$ cat src/rtl/serial_mag_compare_pkg.sv
// Shared constants and types for the bit-serial magnitude comparator:
// FSM state encoding, default operand width and result decoding.
package serial_mag_compare_pkg;

  localparam int DEFAULT_WIDTH = 8;

  typedef enum logic [1:0] {
    ST_IDLE  = 2'd0,
    ST_LOAD  = 2'd1,
    ST_SHIFT = 2'd2,
    ST_DONE  = 2'd3
  } state_t;

  typedef struct packed {
    logic gt;
    logic lt;
    logic eq;
  } result_t;

  // K/L flag pair to one-hot result; K=L=0 cannot occur, so it decodes to all-zero.
  function automatic result_t decode_flags(input logic k, input logic l);
    result_t res;
    res.gt = k & ~l;
    res.lt = ~k & l;
    res.eq = k & l;
    return res;
  endfunction

endpackage

$ cat src/rtl/serial_mag_compare_cmp_slice.sv
// One-bit step of the MSB-first comparison: folds the current A/B bit pair
// into the running K (A>=B so far) and L (A<=B so far) flags.
module cmp_slice (
  input  logic i_k,
  input  logic i_l,
  input  logic i_a,
  input  logic i_b,
  output logic o_k_next,
  output logic o_l_next
);

  // Once one flag has dropped, the higher bit already decided the outcome and
  // the other flag must stay set; otherwise a differing bit pair clears one flag.
  assign o_k_next = ~i_l | (i_k & i_a) | (i_k & ~i_b);
  assign o_l_next = ~i_k | (i_l & i_b) | (i_l & ~i_a);

endmodule

$ cat src/rtl/serial_mag_compare.sv
// Bit-serial unsigned magnitude comparator: captures A and B on start, walks
// them MSB first over WIDTH cycles, then pulses done with a one-hot gt/lt/eq.
module serial_mag_compare
  import serial_mag_compare_pkg::*;
#(
  parameter int WIDTH = DEFAULT_WIDTH
) (
  input  logic             clk,
  input  logic             rst_n,
  input  logic             start,
  input  logic [WIDTH-1:0] a_in,
  input  logic [WIDTH-1:0] b_in,
  output logic             busy,
  output logic             done,
  output logic             gt,
  output logic             lt,
  output logic             eq
);

  localparam int CNT_W = $clog2(WIDTH);

  state_t               r_state;
  logic [WIDTH-1:0]     r_a;
  logic [WIDTH-1:0]     r_b;
  logic                 r_k;
  logic                 r_l;
  logic [CNT_W-1:0]     r_cnt;
  logic                 r_busy;
  logic                 r_done;
  result_t              r_res;

  logic                 w_k_next;
  logic                 w_l_next;

  cmp_slice u_cmp_slice (
    .i_k      (r_k),
    .i_l      (r_l),
    .i_a      (r_a[WIDTH-1]),
    .i_b      (r_b[WIDTH-1]),
    .o_k_next (w_k_next),
    .o_l_next (w_l_next)
  );

  // NOTE: non-blocking assignments throughout, so every branch below reads the
  // pre-edge register values regardless of statement order.
  always_ff @(posedge clk or negedge rst_n) begin
    if (!rst_n) begin
      // NOTE: the operand shift registers are ordinary flops, not a memory, so
      // they are reset with everything else to keep the post-reset state fully defined.
      r_state <= ST_IDLE;
      r_a     <= '0;
      r_b     <= '0;
      r_k     <= 1'b1;
      r_l     <= 1'b1;
      r_cnt   <= '0;
      r_busy  <= 1'b0;
      r_done  <= 1'b0;
      r_res   <= '0;
    end else begin
      r_done <= 1'b0;
      unique case (r_state)
        ST_IDLE: begin
          if (start) begin
            r_a     <= a_in;
            r_b     <= b_in;
            r_k     <= 1'b1;
            r_l     <= 1'b1;
            r_res   <= '0;
            r_busy  <= 1'b1;
            r_state <= ST_LOAD;
          end
        end
        ST_LOAD: begin
          r_cnt   <= CNT_W'(WIDTH - 1);
          r_state <= ST_SHIFT;
        end
        ST_SHIFT: begin
          r_k <= w_k_next;
          r_l <= w_l_next;
          r_a <= {r_a[WIDTH-2:0], 1'b0};
          r_b <= {r_b[WIDTH-2:0], 1'b0};
          // Always runs all WIDTH bits; the result is taken from the final
          // slice output so it appears in the same cycle as the done pulse.
          if (r_cnt == '0) begin
            r_res   <= decode_flags(w_k_next, w_l_next);
            r_busy  <= 1'b0;
            r_done  <= 1'b1;
            r_state <= ST_DONE;
          end else begin
            r_cnt <= r_cnt - CNT_W'(1);
          end
        end
        ST_DONE: begin
          r_state <= ST_IDLE;
        end
        default: begin
          r_state <= ST_IDLE;
        end
      endcase
    end
  end

  assign busy = r_busy;
  assign done = r_done;
  assign gt   = r_res.gt;
  assign lt   = r_res.lt;
  assign eq   = r_res.eq;

endmodule

$ cat config.mk
export PLATFORM = sky130hd
export DESIGN_NAME = serial_mag_compare
export DESIGN_NICKNAME = d
export VERILOG_FILES = /design/src/rtl/serial_mag_compare_pkg.sv /design/src/rtl/serial_mag_compare_cmp_slice.sv /design/src/rtl/serial_mag_compare.sv
export SDC_FILE = /design/constraint.sdc
export NUM_CORES = 1
export LEC_CHECK = 0
export CAP_MARGIN = 20
export CORE_ASPECT_RATIO = 1.25
export CORE_MARGIN = 3
export CORE_UTILIZATION = 33
export DETAILED_ROUTE_END_ITERATION = 8
export SYNTH_ARGS = -nofsm -noshare
export SYNTH_HDL_FRONTEND = slang
export SYNTH_HIERARCHICAL = 1
export SYNTH_SLANG_ARGS = --single-unit
$ cat constraint.sdc
create_clock -name clk -period 2.7 [get_ports clk]
set_input_delay 0.54 -clock clk [delete_from_list [all_inputs] [get_ports clk]]
set_output_delay 0.54 -clock clk [all_outputs]
set_load 0.005 [all_outputs]
==> results by group <==
Outcome
  • Status: complete, no violations

Clocking
  • Number of H-tree levels: 1
  • CTS resizes: 0
  • Root buf cell: clkbuf_8
  • Worst skew pair latency: 0.27 ns
  • Number of buffers created by CTS: 3
  • CTS Hold Bufs: 0
  • Post-CTS Setup Repair Bufs: 0
  • CTS tree: built
  • Clock transition at path regs: 0.09 ns
  • CTS Buffer Depth: 2
  • Clk sink count: 28

Logic synthesis
  • Post-Syn Nets: 159
  • Largest family of logic cells by synthesized area: compound AO/OA/AOI/OAI gates
  • Synth Warn #: 6
  • Sequential cell area fraction in the yosys report: 49.9%
  • Syn avg cell area: 10.5 µm²
  • Post-synth cell types: 31
  • EDFF count, synth: 0
  • Adder-Cell Fraction of Synth Area: 5.32%
  • Synthesized area: 1410 µm²
  • Top_reg_cell synth: dfrtp_1
  • Synth Area in Compound Gates: 14.8%
  • Simple-Gate Fraction of Synth Area: 11.4%
  • Seq cells post-synth: 28
  • Post-Synth XOR/XNOR Area: 0.621%
  • Multiplexer area fraction after synthesis: 13.2%
  • Share of synthesized registers carrying an async set or reset: 100%
  • Synth Instances: 134

Finish
  • Layout filler cell count: 409
  • Fraction of layout instances using a drive strength above 1: 8.86%
  • Commonest cells after routing, fill and taps aside: dfrtp_1 (26), clkdlybuf4s50_1 (23), nand2_1 (17)
  • ANT cells: 0
  • Fin nets: 184
  • Leading cell type in the layout, fill and taps excluded: dfrtp_1
  • Post-route cell area: 1740 µm²
  • P&R area growth vs syn: 23.6%

Floorplan
  • Height of the die: 79.1 µm
  • Io pins: 24
  • Die area: 5100 µm²
  • Core area: 3940 µm²
  • Die Width: 64.5 µm
  • FP Rows: 25
  • Starting Density: 35.8%

Worst hold path
  • Hold Crit Class: flop to flop

Global route
  • Initial antenna violation count: 0
  • First-pass GRT wire length: 4640 µm
  • Total track usage: 11.4%
  • Largest net degree at the start of global routing: 33
  • Vias in the first global route: 1072
  • Gr ovfl total: 0

Worst setup path
  • R2R Path End: eq
  • Setup crit end: eq
  • Stages on the worst setup path: 6
  • WP buf/inv: 2
  • First element of the critical path: r_state[0]
  • Critical path, cell by cell: inv_1 > ha_1 > buf_4 > and3b_1 > nand3_1 > o2bb2ai_1
  • FF-to-FF Start: r_state[0]
  • Crit path required time: 2.90 ns
  • CP max FO: 13
  • Register-to-Register Path Depth: 6
  • CP Capture Type: flop
  • Slowest Stage Delay on Critical Path: 0.41 ns
  • Startpoint Class: flop
  • Setup Crit Path Kind: flop to flop
  • R2r setup slk: 0.93 ns
  • CP arrival: 1.97 ns
  • CP top delay family: flip-flops
  • Slowest-stage cell, CP: dfrtp_1

Power and ir drop
  • Fraction of power spent switching nets: 38.1%
  • Clock Power Share: 12.8%
  • Sw power: 695 µW
  • Maximum VDD drop: 0.332 mV
  • Internal cell power: 1130 µW
  • Comb pwr share: 48.3%
  • Cell Pwr Density: 1050 nW/µm²
  • Sequential Power Share: 38.8%
  • Leakage power: 0.000771 µW

STA
  • Max Fclk: 566 MHz
  • Setup violators final: 0
  • Worst-Margin Slew: 0.398 ns
  • Final hold violations: 0
  • Unrepaired setup endpoints after global routing: false
  • Final period util: 65.5%
  • Final Max Tran Viols: 0
  • Final setup TNS: 0 ns
  • Worst clock skew: 0.00224 ns
  • Worst relative slew slack: 73.2%
  • Period minus WS final: 1.77 ns

Routing
  • TritonRoute pass-1 iters: 5
  • Routed met1 length: 1170 µm
  • Top sig layer: met4
  • Met2 routed WL: 1210 µm
  • Vias: 997
  • DR iter-0 viols: 12
  • Met3 wire len: 166 µm
  • DR WL/cell: 12.2 µm
  • Residual DRC: 0
  • Vias per cell: 4.70
  • Final WL: 2590 µm
  • DRT antenna net count: 0

Flow run
  • Max-capacitance violation count: 0

Placed design
  • Final Wtd Congestion: 0.834
  • Port Buf Inserts: 23
  • Post-DP HPWL: 1920 µm
  • Placed cell area: 1700 µm²
==> layout make-up <==
cell class,count,area [µm²],area share (%)
repair buffers,27,260,14.9
multi-input cells,92,641,36.8
flip-flops and latches,28,703,40.3
inverters,7,26.3,1.51
clock buffers,4,45.0,2.58
well taps,54,67.6,3.88
==> sequential cells by signal, indices dropped and copies added (netlist names) <==
name,cells
busy,1
r_a,8
r_cnt,3
r_state,2
r_l,1
r_k,1
gt,1
r_b,8
eq,1
done,1
lt,1
==> synth_stat cells, types with 2 or more instances <==
cell type	instances	area share [%]
buf_2	5	1.8
a21oi_1	3	1.1
o21ai_0	9	3.2
nand2_1	17	4.5
nand3_1	2	0.71
ha_1	6	5.3
nor2_1	3	0.80
mux2i_1	15	11
nor2b_1	3	1.3
o21ai_1	9	3.2
nor3_1	2	0.71
o2bb2ai_1	2	1.2
dfstp_2	2	3.7
dfrtp_1	26	46
nand2b_1	5	2.2
mux2_2	2	1.6
inv_1	7	1.9
buf_4	2	1.1
a21o_1	2	1.1
==> logic make-up (layout without fill, tap and decap cells) <==
group,count (synthesis),count (layout)
simple gates,34,34
compound gates,33,33
flops,28,28
mux,18,18
buf+inv,14,38
fa+ha+maj,6,6
xor+xnor,1,1
==> per-stage QoR <==
stage                     total power [µW]  hold slack, ns  setup slack [ns]  utilization, %  instances
final                                 1820           0.489             0.932            44.2        212
after global routing                  2010           0.515             0.780            44.2        212
after CTS                             1860           0.494             0.928            44.2        212
after detailed placement              1610           0.471             0.821            43.1        208
after global placement                1570           0.462             0.855            43.1        208
after floorplan                       1400           0.244              1.22               -        134
==> power by group through the flow <==
stage / clock network (µW) / registers (µW) / logic, µW
after detailed placement: 0 / 719 / 893
after global placement: 0 / 707 / 861
after floorplan: 0 / 690 / 715
after CTS: 249 / 710 / 897
final: 234 / 708 / 882
after global routing: 264 / 734 / 1010
==> worst min-delay path by stage <==
stage                     cells after the start      to   start  slack [ns]
after global placement                        2  r_b[4]  r_b[4]        0.46
after detailed placement                      2  r_b[6]  r_b[6]        0.47
after floorplan                               0    busy   rst_n        0.24
after CTS                                     2  r_b[4]  r_b[4]        0.49
after global routing                          1      eq      eq        0.52
final                                         2  r_b[4]  r_b[4]        0.49
==> worst register-to-register path, stage by stage, from the launching register on <==
cell and delay [ns]:
dfrtp_1 0.41, inv_1 0.12, ha_1 0.41, buf_4 0.28, and3b_1 0.22, nand3_1 0.10
o2bb2ai_1 0.15
==> metal layers <==
| layer | global-route usage, % | vias up |
|---|---|---|
| li1 | - | 508 |
| met1 | 13.9 | 453 |
| met2 | 19.0 | 33 |
| met3 | 2.83 | 3 |
| met4 | 4.65 | 0 |
| met5 | 0 | - |
No activity file was read; power rests on OpenSTA's default activity.
